$ cat src/rtl/bus_arb_pkg.sv
// Shared types and helpers for the four-way round-robin bus arbiter.
package bus_arb_pkg;

  localparam int unsigned NUM_REQ = 4;
  localparam int unsigned SEL_W   = 2;

  typedef enum logic {
    IDLE  = 1'b0,
    GRANT = 1'b1
  } arb_state_e;

  // Encode a one-hot requester vector to its index; zero maps to 0.
  function automatic logic [SEL_W-1:0] onehot_to_idx(input logic [NUM_REQ-1:0] onehot);
    logic [SEL_W-1:0] idx;
    idx = '0;
    case (onehot)
      4'b0010: idx = 2'd1;
      4'b0100: idx = 2'd2;
      4'b1000: idx = 2'd3;
      default: idx = 2'd0;
    endcase
    return idx;
  endfunction

endpackage

$ cat src/rtl/bus_arbiter4_rr_pick4.sv
// Combinational round-robin pick: first set request starting at ptr, wrapping mod 4.
module rr_pick4
  import bus_arb_pkg::*;
(
  input  logic [NUM_REQ-1:0] req,
  input  logic [SEL_W-1:0]   ptr,
  output logic               any,
  output logic [NUM_REQ-1:0] pick_onehot,
  output logic [SEL_W-1:0]   pick_idx
);

  logic [SEL_W-1:0] idx;

  always_comb begin
    any         = 1'b0;
    pick_onehot = '0;
    idx         = '0;
    for (int i = 0; i < NUM_REQ; i++) begin
      idx = ptr + SEL_W'(i);
      if (!any && req[idx]) begin
        any              = 1'b1;
        pick_onehot[idx] = 1'b1;
      end
    end
    pick_idx = onehot_to_idx(pick_onehot);
  end

endmodule

$ cat src/rtl/bus_arbiter4.sv
// Round-robin arbiter for a shared 4:1 mux; holds each grant until done, request drop or hold limit.
module bus_arbiter4
  import bus_arb_pkg::*;
#(
  parameter int unsigned HOLD_MAX = 8
) (
  input  logic               clk,
  input  logic               reset,
  input  logic [NUM_REQ-1:0] req,
  input  logic               done,
  output logic [NUM_REQ-1:0] gnt,
  output logic [SEL_W-1:0]   sel,
  output logic               busy,
  output logic               timeout
);

  localparam int unsigned CNT_W = $clog2(HOLD_MAX + 1);

  arb_state_e         state_q, state_d;
  logic [NUM_REQ-1:0] gnt_q, gnt_d;
  logic [SEL_W-1:0]   sel_q, sel_d;
  logic [SEL_W-1:0]   ptr_q, ptr_d;
  logic [CNT_W-1:0]   cnt_q, cnt_d;
  logic               timeout_q, timeout_d;

  logic               pick_any;
  logic [NUM_REQ-1:0] pick_onehot;
  logic [SEL_W-1:0]   pick_idx;
  logic               rel_normal;
  logic               rel_limit;

  rr_pick4 u_pick (
    .req         (req),
    .ptr         (ptr_q),
    .any         (pick_any),
    .pick_onehot (pick_onehot),
    .pick_idx    (pick_idx)
  );

  assign rel_normal = done || !req[sel_q];
  assign rel_limit  = (cnt_q == CNT_W'(HOLD_MAX));

  always_comb begin
    state_d   = state_q;
    gnt_d     = gnt_q;
    sel_d     = sel_q;
    ptr_d     = ptr_q;
    cnt_d     = cnt_q;
    timeout_d = 1'b0;
    case (state_q)
      IDLE: begin
        if (pick_any) begin
          state_d = GRANT;
          gnt_d   = pick_onehot;
          sel_d   = pick_idx;
          ptr_d   = pick_idx + SEL_W'(1);
          cnt_d   = CNT_W'(1);
        end
      end
      GRANT: begin
        if (rel_normal || rel_limit) begin
          // A normal release takes precedence, so timeout only flags a pure hold-limit release.
          timeout_d = rel_limit && !rel_normal;
          if (pick_any) begin
            gnt_d = pick_onehot;
            sel_d = pick_idx;
            ptr_d = pick_idx + SEL_W'(1);
            cnt_d = CNT_W'(1);
          end else begin
            state_d = IDLE;
            gnt_d   = '0;
            cnt_d   = '0;
          end
        end else begin
          cnt_d = cnt_q + CNT_W'(1);
        end
      end
      default: begin
        state_d = IDLE;
        gnt_d   = '0;
        cnt_d   = '0;
      end
    endcase
  end

  always_ff @(posedge clk) begin
    if (reset) begin
      state_q   <= IDLE;
      gnt_q     <= '0;
      sel_q     <= '0;
      ptr_q     <= '0;
      cnt_q     <= '0;
      timeout_q <= 1'b0;
    end else begin
      state_q   <= state_d;
      gnt_q     <= gnt_d;
      sel_q     <= sel_d;
      ptr_q     <= ptr_d;
      cnt_q     <= cnt_d;
      timeout_q <= timeout_d;
    end
  end

  assign gnt     = gnt_q;
  assign sel     = sel_q;
  assign busy    = (state_q == GRANT);
  assign timeout = timeout_q;

endmodule

$ cat config.mk
export PLATFORM = sky130hd
export DESIGN_NAME = bus_arbiter4
export DESIGN_NICKNAME = d
export VERILOG_FILES = /design/src/rtl/bus_arb_pkg.sv /design/src/rtl/bus_arbiter4_rr_pick4.sv /design/src/rtl/bus_arbiter4.sv
export SDC_FILE = /design/constraint.sdc
export NUM_CORES = 1
export LEC_CHECK = 0
export ABC_CLOCK_PERIOD_IN_PS = 3500
export CORE_AREA = 4 4 53 55
export DETAILED_ROUTE_END_ITERATION = 7
export DIE_AREA = 0 0 57 59
export PLACE_DENSITY = 0.73
export SYNTH_ARGS = -nofsm -noshare
export SYNTH_HDL_FRONTEND = slang
export SYNTH_SLANG_ARGS = --single-unit
$ cat constraint.sdc
create_clock -name clk -period 3.5 [get_ports clk]
set_input_delay 0.525 -clock clk [delete_from_list [all_inputs] [get_ports clk]]
set_output_delay 0.525 -clock clk [all_outputs]
set_load 0.05 [all_outputs]
==> flow_summary.json, run 1 <==
{
  "setup_viol": 0,
  "place_congestion": 0.9675,
  "max_slew.worst_pin.slew_ns": 0.5497,
  "cp-end-kind": "flop",
  "num-fill-cells": 213,
  "grt_pass1_vias": 973,
  "syn2layout_area_growth_pct": 15.62,
  "vias_per_cell": 5.955,
  "grt_max_degree": 16,
  "postRouteAntennaNets": 0,
  "yosys-top-cells-count": "nor2_1 (18), dfxtp_1 (14), nand2_1 (14)",
  "fin_nets": 162,
  "cts_resized": 0,
  "reg2reg_slack_ns": 0.52,
  "io_buffers": 14,
  "synth_top_area_cell": "dfxtp_1",
  "num_antenna_cells": 0,
  "synth_area_per_cell_um2": 9.293,
  "yosys.cell_types.count": 44,
  "tritoncts": "done",
  "cap_violations": 0,
  "power_per_cell_area_nw_per_um2": 927.0,
  "yosysSeqAreaShare_pct": 23.02,
  "max_freq_mhz": 335.0,
  "first_pass_iters": 4,
  "synthCells": 131,
  "antenna_found_initial": 0,
  "hp-class": "reg -> reg",
  "cts_inserted_buffers": 3,
  "worst-endpoint-required_ns": 3.69,
  "multi_input_area_um2": 890.9,
  "synthArstFlopShare_pct": 0,
  "r2r-start": "ptr_q[1]$_SDFFE_PP0P_",
  "tns_ns": 0,
  "place_area_um2": 1371,
  "synthFlopType": "dfxtp_1",
  "synth_edf_count": 0,
  "final.min_clock_period_ns": 2.985,
  "clock_sinks": 14,
  "worstPathMaxFanout": 13,
  "ys_top_cells_by_area": "dfxtp_1 (23%), ha_1 (8.2%), mux2i_4 (7.4%)",
  "ios": 15,
  "setup.worst_path.start_class": "flop",
  "finalHoldViolations": 0,
  "dp_hpwl_um": 2020,
  "arrival_ns": 3.18,
  "syn_area_um2": 1217,
  "synth-warning-count": 0,
  "rows": 18,
  "cts_hold_buf": 0,
  "post_cts_buffers": 0,
  "finalCritPeriodShare_pct": 85.28,
  "drive_gt1_share_pct": 19.86,
  "vdd_ir_drop_max_mv": 0.6252,
  "rsz0062_at_grt": "false",
  "grt_pass1_wl_um": 4498,
  "skew_ns": 0.003473,
  "r2r_end": "sel[1]$_SDFFE_PP0P_",
  "clock_latency_ns": 0.28,
  "clk_pin_slew_worst_paths_ns": 0.09,
  "critPathKind": "reg -> reg",
  "htree_levels": 1,
  "p_leak_nw": 0.5047,
  "drt_wl_total_um": 2654,
  "die-height_um": 59,
  "initial_utilization_pct": 51.00,
  "cts-root-buf": "clkbuf_4",
  "status": "complete, no violations",
  "startpoint": "ptr_q[1]$_SDFFE_PP0P_",
  "ys_seq_elements": 14,
  "drt_iter0_drc": 24,
  "drc_errors": 0,
  "fp.coreArea_um2": 2387,
  "die_w_um": 57,
  "register_area_um2": 280.3,
  "maxSlewHeadroom_pct": 63.24,
  "grt-ovfl-total": 0,
  "maxSlewViolCount": 0,
  "synthDominantCellAreaShare_pct": 23.02,
  "reg2reg_depth": 8,
  "fin_area_um2": 1408,
  "num_vias": 1048,
  "avgRoutedWirePerCell_um": 15.08,
  "dieArea_um2": 3363,
  "grt_util_all_layers_pct": 16.73,
  "synth_nets": 146,
  "cts_max_path_buffers": 2,
  "synth_most_common_cell": "nor2_1",
  "endpoint": "sel[1]$_SDFFE_PP0P_"
}
## layout by cell type (no fill, tap or decap), types with 2 or more instances in the layout
master,count
o41ai_1,2
o22ai_1,5
nand3b_1,3
xnor2_1,3
inv_1,3
nand2_1,14
a2111oi_2,3
dfxtp_1,14
o22ai_2,3
nor2_1,18
clkdlybuf4s50_1,14
nor3b_1,2
o21ai_0,3
and3_2,3
mux2i_1,2
and3_1,3
nor2b_1,2
ha_1,8
clkbuf_4,3
a21oi_1,3
a22oi_1,4
mux2_2,3
nand2b_1,3
mux2i_4,4
## cells by family (layout without fill, tap and decap cells)
group	count (synthesis)	after routing	synth area share, %
DFF	14	14	23.02
xor gates and xnor gates	3	3	2.159
muxes	11	11	15.83
AOI/OAI and AO/OA	30	30	21.79
adders and majority gates	8	8	8.222
buffers and inverters	8	23	3.801
and+or+nand+nor	57	57	25.18
## state kept, by name, indices dropped and copies added, names as in the netlist
register / cells
ptr_q: 2
busy: 1
sel: 2
cnt_q: 4
timeout: 1
gnt: 4
## per-stage QoR
step	worst slack (ns)	util [%]	std cells	power, mW	hold WS, ns
finish	0.5153	58.96	176	1.305	0.4841
global route	0.3281	58.96	176	1.407	0.5056
floorplan	0.8376	-	131	1.008	0.4397
global placement	0.6808	57.44	172	1.171	0.4591
detailed placement	0.5462	57.44	172	1.183	0.4685
CTS	0.5282	58.96	176	1.301	0.4809
## layout make-up
type                            instances  area share [%]
Inverter                                4           1.067
Tap cell                               30           2.667
Multi-Input combinational cell        109           63.29
Clock buffer                            4           2.578
Sequential cell                        14           19.91
Timing Repair Buffer                   15           10.49
## power breakdown
group	switching, mW	internal, mW	leakage (nW)
registers	0.0446	0.201	0.115
clock network	0.0557	0.0633	0.0210
logic	0.534	0.406	0.369
total	0.634	0.670	0.505
## worst max-delay path, cell delays in order (launching register included)
cell and delay [ns]:
dfxtp_1 0.56, inv_1 0.23, ha_1 0.44, mux2_2 0.41
and3_1 0.20, a2111oi_2 0.36, o22ai_2 0.21, xnor2_1 0.18
o41ai_2 0.30
## metal layers
layer	share of wire (%)	global-route usage [%]	wire [um]
met1	45	21.30	1204
met4	1.7	6.623	46
met5	0	0	0
met2	50	28.55	1331
met3	2.7	2.397	72
## worst min path at each step
| stage | start | to | slack, ns | cells after the start |
|---|---|---|---|---|
| floorplan | cnt_q[3]$_SDFFE_PP0P_ | cnt_q[3]$_SDFFE_PP0P_ | 0.44 | 2 |
| global placement | cnt_q[3]$_SDFFE_PP0P_ | cnt_q[3]$_SDFFE_PP0P_ | 0.46 | 2 |
| detailed placement | cnt_q[3]$_SDFFE_PP0P_ | cnt_q[3]$_SDFFE_PP0P_ | 0.47 | 2 |
| CTS | cnt_q[3]$_SDFFE_PP0P_ | cnt_q[3]$_SDFFE_PP0P_ | 0.48 | 2 |
| global route | cnt_q[3]$_SDFFE_PP0P_ | cnt_q[3]$_SDFFE_PP0P_ | 0.51 | 2 |
| finish | cnt_q[3]$_SDFFE_PP0P_ | cnt_q[3]$_SDFFE_PP0P_ | 0.48 | 2 |
Note: power is estimated with default switching activity, not from simulation.
==> inputs of run 2 (changes only) <==
CELL_PAD_IN_SITES_DETAIL_PLACEMENT = 0   (was not set)
CELL_PAD_IN_SITES_GLOBAL_PLACEMENT = 2   (was not set)
CORE_AREA = 4 4 65 67   (was 4 4 53 55)
DIE_AREA = 0 0 69 71   (was 0 0 57 59)
PLACE_DENSITY = not set   (was 0.73)
PLACE_DENSITY_LB_ADDON = 0.1   (was not set)
==> flow_summary.json, run 2 (same netlist as run 1, synthesis figures left out) <==
{
  "clk_pin_slew_worst_paths_ns": 0.06,
  "clock_sinks": 14,
  "setup_viol": 0,
  "avgRoutedWirePerCell_um": 14.57,
  "grt_pass1_wl_um": 4823,
  "maxSlewHeadroom_pct": 60.27,
  "maxSlewViolCount": 0,
  "final.min_clock_period_ns": 2.968,
  "p_switching_mw": 0.6455,
  "vdd_ir_drop_max_mv": 0.3001,
  "drc_errors": 0,
  "worstPathMaxFanout": 13,
  "power_per_cell_area_nw_per_um2": 933.4,
  "num_antenna_cells": 0,
  "cts_max_path_buffers": 2,
  "rows": 22,
  "num_vias": 1036,
  "cp-end-kind": "flop",
  "worst-endpoint-required_ns": 3.65,
  "fin_nets": 162,
  "p_int_mw": 0.7069,
  "grt_max_degree": 16,
  "finalCritPeriodShare_pct": 84.80,
  "arrival_ns": 3.11,
  "grt-ovfl-total": 0,
  "max_slew.worst_pin.slew_ns": 0.5959,
  "drt_iter0_drc": 45,
  "dieArea_um2": 4899,
  "vias_per_cell": 5.340,
  "setup.worst_path.start_class": "flop",
  "antenna_found_initial": 0,
  "ios": 15,
  "num-fill-cells": 381,
  "htree_levels": 1,
  "layout_commonest_cell": "nor2_1",
  "cts_inserted_buffers": 3,
  "grt_pass1_vias": 986,
  "place_congestion": 0.8165,
  "combPwrFrac_pct": 69.9,
  "skew_ns": 0.001553,
  "seqPwrFrac_pct": 18.4,
  "mostFrequentLayoutCells": "nor2_1 (18), nand2_1 (14), dfxtp_1 (14), clkdlybuf4s50_1 (14), ha_1 (8)",
  "hold_slack_ns": 0.4692,
  "p_clk_share_pct": 11.7,
  "fp.coreArea_um2": 3633,
  "initial_utilization_pct": 33.51,
  "finalHoldViolations": 0,
  "cts_hold_buf": 0,
  "multi_input_area_um2": 890.9,
  "post_cts_buffers": 0,
  "syn2layout_area_growth_pct": 19.01,
  "first_pass_iters": 4,
  "tritoncts": "done",
  "hp-class": "reg -> reg",
  "dp_hpwl_um": 2170,
  "swShare_pct": 47.73,
  "tns_ns": 0,
  "register_area_um2": 280.3,
  "postRouteAntennaNets": 0,
  "cts_resized": 0,
  "status": "complete, no violations",
  "grt_util_all_layers_pct": 11.76,
  "die-height_um": 71,
  "drive_gt1_share_pct": 19.86,
  "io_buffers": 14,
  "power_mw": 1.352,
  "p_leak_nw": 0.5125,
  "cts-root-buf": "clkbuf_8",
  "drt_wl_total_um": 2827,
  "max_freq_mhz": 336.9,
  "die_w_um": 69,
  "critPathKind": "reg -> reg",
  "clock_latency_ns": 0.24,
  "rsz0062_at_grt": "false",
  "cap_violations": 0
}
## run 2: cell types whose count changed in the layout (fill, tap and decap cells not counted)
cell,change
clkbuf_4,-3
clkbuf_8,+3
## run 2: cell type report
class                           count  share of cell area [%]
Clock buffer                        4                   3.800
Multi-Input combinational cell    109                   61.49
Inverter                            4                   1.036
Sequential cell                    14                   19.34
Tap cell                           48                   4.145
Timing Repair Buffer               15                   10.19
## run 2: critical path, stage by stage (launching register included)
cell	delay, ns
dfxtp_1	0.54
inv_1	0.23
ha_1	0.43
mux2_2	0.41
and3_1	0.20
a2111oi_2	0.34
o22ai_2	0.21
xnor2_1	0.18
o41ai_2	0.31
## run 2: power groups by stage
stage	Sequential, mW	Clock (mW)	Combinational (mW)
global placement	0.251	0	0.949
floorplan	0.330	0	0.678
CTS	0.250	0.162	0.948
finish	0.249	0.158	0.945
detailed placement	0.253	0	0.944
global route	0.256	0.171	1.03
## run 2: stage by stage
stage / util (%) / instance area (um^2) / worst slack, ns / instances
finish: 39.88 / 1449 / 0.5320 / 194
CTS: 39.88 / 1449 / 0.5115 / 194
global route: 39.88 / 1449 / 0.2810 / 194
floorplan: - / 1217 / 0.8376 / 131
global placement: 38.36 / 1394 / 0.6120 / 190
detailed placement: 38.36 / 1394 / 0.5473 / 190
## run 2: worst paths after layout
kind	cells after the start	start	slack, ns	to
worst max-delay path	8	ptr_q[1]$_SDFFE_PP0P_	0.53	sel[1]$_SDFFE_PP0P_
worst min-delay path	2	cnt_q[3]$_SDFFE_PP0P_	0.47	cnt_q[3]$_SDFFE_PP0P_
worst max register to register	8	ptr_q[1]$_SDFFE_PP0P_	0.53	sel[1]$_SDFFE_PP0P_
worst min register to register	2	cnt_q[3]$_SDFFE_PP0P_	0.47	cnt_q[3]$_SDFFE_PP0P_
## run 2: layer usage
layer / share of wire, % / up-vias / track usage [%]
met5: 0 / - / 0
met1: 51 / 486 / 16.68
met4: 0.42 / 0 / 1.302
li1: - / 525 / -
met3: 3.5 / 2 / 3.267
met2: 45 / 23 / 18.33
==> inputs of run 3 (changes only) <==
ABC_CLOCK_PERIOD_IN_PS = 3000   (was 3500)
clock period = 3 ns   (was 3.5 ns; I/O delays follow)
==> flow_summary.json, run 3 (same netlist as run 1, synthesis figures left out) <==
{
  "worstPathMaxFanout": 7,
  "final.min_clock_period_ns": 2.706,
  "grt_pass1_wl_um": 5175,
  "place_area_um2": 1416,
  "tns_ns": 0,
  "endpoint": "sel[0]$_SDFFE_PP0P_",
  "cp-end-kind": "flop",
  "fp.coreArea_um2": 3633,
  "io_buffers": 14,
  "status": "complete, no violations",
  "dpl_worst_slack_ns": 0.1825,
  "ios": 15,
  "syn2layout_area_growth_pct": 19.73,
  "power_mw": 1.572,
  "worst-endpoint-required_ns": 3.12,
  "grt_pass1_vias": 1056,
  "r2r-start": "ptr_q[0]$_SDFFE_PP0P_",
  "hold_slack_ns": 0.4712,
  "finalCritPeriodShare_pct": 90.19,
  "postRouteAntennaNets": 0,
  "cts_resized": 0,
  "setup_ws_ns": 0.2942,
  "vdd_ir_drop_max_mv": 0.4441,
  "grt-ovfl-total": 0,
  "hp-class": "reg -> reg",
  "reg2reg_depth": 8,
  "die_w_um": 69,
  "finalHoldViolations": 0,
  "drc_errors": 0,
  "num-fill-cells": 398,
  "clk_pin_slew_worst_paths_ns": 0.06,
  "cts_inserted_buffers": 3,
  "drt_iter0_drc": 64,
  "min_path_cells": 2,
  "skew_ns": 0.001012,
  "cts_hold_buf": 0,
  "maxSlewViolCount": 0,
  "grt_util_all_layers_pct": 12.70,
  "stdcell_count": 196,
  "mostFrequentLayoutCells": "nor2_1 (18), nand2_1 (14), dfxtp_1 (14), clkdlybuf4s50_1 (14), ha_1 (8)",
  "reg2reg_slack_ns": 0.29,
  "max_slew.worst_pin.slew_ns": 0.5735,
  "dieArea_um2": 4899,
  "setup_viol": 0,
  "clock_latency_ns": 0.24,
  "cts-root-buf": "clkbuf_8",
  "placed_cells": 193,
  "first_pass_iters": 4,
  "num_vias": 1050,
  "dp_hpwl_um": 2300,
  "htree_levels": 1,
  "drive_gt1_share_pct": 20.95,
  "layout_commonest_cell": "nor2_1",
  "place_congestion": 0.8014,
  "arrival_ns": 2.82,
  "clock_sinks": 14,
  "cts_max_path_buffers": 2,
  "setup.worst_path.start_class": "flop",
  "tritoncts": "done",
  "avgRoutedWirePerCell_um": 15.04,
  "startpoint": "ptr_q[0]$_SDFFE_PP0P_",
  "fin_nets": 165,
  "die-height_um": 71,
  "post-route-util_pct": 40.12,
  "rows": 22,
  "critPathKind": "reg -> reg",
  "maxSlewHeadroom_pct": 61.77,
  "fin_area_um2": 1458,
  "max_freq_mhz": 369.6,
  "drt_wl_total_um": 2947,
  "grt_max_degree": 16,
  "r2r_end": "sel[0]$_SDFFE_PP0P_",
  "antenna_found_initial": 0,
  "rsz0062_at_grt": "false",
  "initial_utilization_pct": 33.51,
  "num_antenna_cells": 0,
  "post_cts_buffers": 0,
  "power_per_cell_area_nw_per_um2": 1078,
  "vias_per_cell": 5.357,
  "cap_violations": 0,
  "p_leak_nw": 0.5197
}
[run 3: changes by cell type in the layout (fill, tap and decap cells not counted), sizes merged]
cell,delta
buf,+3
clkbuf,-1
[run 3: routing by layer]
| layer | track usage, % | wire, um | share of wire, % | up-vias |
|---|---|---|---|---|
| li1 | - | - | - | 529 |
| met1 | 17.16 | 1442 | 49 | 499 |
| met2 | 20.76 | 1407 | 48 | 20 |
| met3 | 3.267 | 83 | 2.8 | 2 |
| met4 | 1.952 | 14 | 0.48 | 0 |
| met5 | 0 | 0 | 0 | - |
[run 3: final cells by class]
cell class / count / area, um^2 / share of cell area [%]
tap: 48 / 60.06 / 4.120
timing repair buffer: 18 / 170.2 / 11.67
multi-input combinational: 109 / 890.9 / 61.12
inverter: 4 / 15.01 / 1.030
sequential: 14 / 280.3 / 19.23
clock buffer: 3 / 41.29 / 2.833
[run 3: how the worst min path moves through the flow]
stage	startpoint	end	slack, ns
final	cnt_q[3]$_SDFFE_PP0P_	cnt_q[3]$_SDFFE_PP0P_	0.47
after global placement	cnt_q[3]$_SDFFE_PP0P_	cnt_q[3]$_SDFFE_PP0P_	0.46
after floorplan	cnt_q[3]$_SDFFE_PP0P_	cnt_q[3]$_SDFFE_PP0P_	0.44
after detailed placement	cnt_q[3]$_SDFFE_PP0P_	cnt_q[3]$_SDFFE_PP0P_	0.46
after CTS	cnt_q[3]$_SDFFE_PP0P_	cnt_q[3]$_SDFFE_PP0P_	0.47
after global routing	cnt_q[3]$_SDFFE_PP0P_	cnt_q[3]$_SDFFE_PP0P_	0.53
[run 3: critical path: stages, from the launching register on]
cell and delay (ns):
dfxtp_1 0.35, inv_2 0.11, ha_1 0.43, mux2_2 0.42, and3_1 0.20, a2111oi_2 0.37
o22ai_2 0.20, xnor2_1 0.18, o41ai_1 0.32
[run 3: power breakdown]
| group | total [mW] | switching, mW | internal [mW] |
|---|---|---|---|
| Clock | 0.151 | 0.0621 | 0.0887 |
| Combinational | 1.15 | 0.655 | 0.490 |
| Sequential | 0.276 | 0.0405 | 0.235 |
==> RTL change, RTL diff (config.mk and constraints of run 3) <==
Remove the register `timeout_q`: a continuous assignment takes its place, so the output `timeout` follows one clock earlier.
--- a/src/rtl/bus_arbiter4.sv
+++ b/src/rtl/bus_arbiter4.sv
@@ -91,5 +91,4 @@
       ptr_q     <= '0;
       cnt_q     <= '0;
-      timeout_q <= 1'b0;
     end else begin
       state_q   <= state_d;
@@ -98,7 +97,8 @@
       ptr_q     <= ptr_d;
       cnt_q     <= cnt_d;
-      timeout_q <= timeout_d;
     end
   end
+
+  assign timeout_q = timeout_d;
 
   assign gnt     = gnt_q;
Check against the original RTL: not equivalent (Yosys sat finds a counterexample within 10 cycles, from zero or initial values and one cycle with reset high).
==> RTL change against run 3 <==
  * Global-route usage down 1.1 points
  * Sequential cell count fell by 1
  * Setup slack gained 0.13 ns
  * Power down 21%
  * Critical endpoint is now ptr_q[0]
  * Final area shrank 6.2%
  * Hold slack worse by 0.013 ns
  * Core utilization shrank 2.5 points
  * Area after synthesis fell by 8.8%
  * Synthesized cell count increased by 0.76%
  * Sequential power decreased by 4%
  * Routed wire length fell by 7.7%
  * Largest power group unchanged
==> RTL change: results (changes against run 3) <==
* Max-slew headroom at 0.572 (-0.0455)
* Slowest-stage cell, CP: mux2_2
* R2R Setup Slk at 0.42 ns (+0.13 ns)
* Post-Route WL at 2720 µm (-7.7%)
* Peak Freq at 388 MHz (+5.0%)
* Hold Crit Start: gnt[0]
* Met2 wire length at 1350 µm (-3.8%)
* Critical path arrival at 2.71 ns (-0.11 ns)
* M3 GR Usage at 0.0185 (-0.0142)
* Adder-Cell Fraction of Synth Area at 0.0902 (+0.00797)
* 1st-pass router iterations at 4 (unchanged)
* Maximum VDD drop at 0.470 mV (+5.8%)
* Outcome: completed
* Worst Setup EP: ptr_q[0]
* DR WL met3 at 48 µm (-42%)
* Post-synth top cells: 22 x nor2_1, 13 x dfxtp_1, 12 x nand2_1, 8 x ha_1, 6 x a21oi_1
* Area contributors post-synth: dfxtp_1 23%, ha_1 9.0%, nor2_1 7.4%
* Hold Path End: gnt[0]
* R2R cell count at 8 (unchanged)
* Cell variety after synth at 45 (+2.3%)
* YS warnings at 0 (unchanged)
* Fill cells at 392 (-1.5%)
* Max Root-Sink Buffers at 2 (unchanged)
* Area post-placement at 1320 µm² (-6.6%)
* Number of buffers created by CTS at 3 (unchanged)
* Pin count of the biggest net entering global routing at 14 (-2)
* Ratio of cells with drive above 1 in the final layout at 0.167 (-0.0428)
* Final Skew at 0.00385 ns (+0.00284 ns)
* Main flop type after synthesis: dfxtp_1
* Met1 usage at 0.149 (-0.0231)
* Asr flop ratio synth at 0 (unchanged)
* Post-synthesis compound-gate area fraction at 0.250 (+0.0324)
* P_leak at 0.507 nW (-2.4%)
* Syn nets at 147 (+0.68%)
* Post-synthesis mux area share at 0.106 (-0.0523)
* Final nets at 166 (+0.61%)
* First-pass GRT wire length at 4750 µm (-8.1%)
* Routed vias at 1001 (-4.7%)
* Dpl ws at 0.277 ns (+0.0947 ns)
* M1 wire length at 1270 µm (-12%)
* Gr usage total at 0.116 (-0.0106)
* Initial DRC count at 69 (+7.8%)
* XOR/XNOR Fraction of Synth Area at 0.0237 (+0.00209)
* Vias in the first global route at 978 (-7.4%)
* Max Used Layer: met4
* GR Util met2 at 0.194 (-0.0138)
* Worst hold margin at 0.458 ns (-0.0130 ns)
* Sequential share of the synthesized area at 0.234 (+0.00428)
* GPL Wtd Cong at 0.824 (+2.8%)
* HPWL Detailed at 2130 µm (-7.2%)
* Worst Path Max Fanout at 8 (+1)
==> RTL change: cell types whose count changed in the layout (fill, tap and decap cells not counted), moves of 3 or more <==
cell       delta
o31ai_1       +3
mux2i_4       -3
mux2i_2       +3
a21oi_1       +3
o22ai_2       -3
nand3_1       +3
nor2_1        +4
o2bb2ai_2     +3
==> RTL change: layout make-up <==
type                            count  area, µm²  share of cell area
Multi-Input combinational cell    111        808               0.591
Clock buffer                        4       45.0              0.0329
Tap cell                           48       60.1              0.0439
Sequential cell                    13        260               0.190
Timing Repair Buffer               17        173               0.126
Inverter                            5       21.3              0.0156
==> RTL change: metrics by stage <==
stage / total power, W / instances
finish: 0.00124 / 198
global route: 0.00134 / 198
CTS: 0.00125 / 198
detailed placement: 0.00109 / 194
global placement: 0.00110 / 194
floorplan: 0.000901 / 132
==> RTL change: where the power goes <==
part           internal (W)  switching [W]
registers          0.000221      0.0000438
logic              0.000330       0.000490
clock network     0.0000937      0.0000603
total              0.000645       0.000594
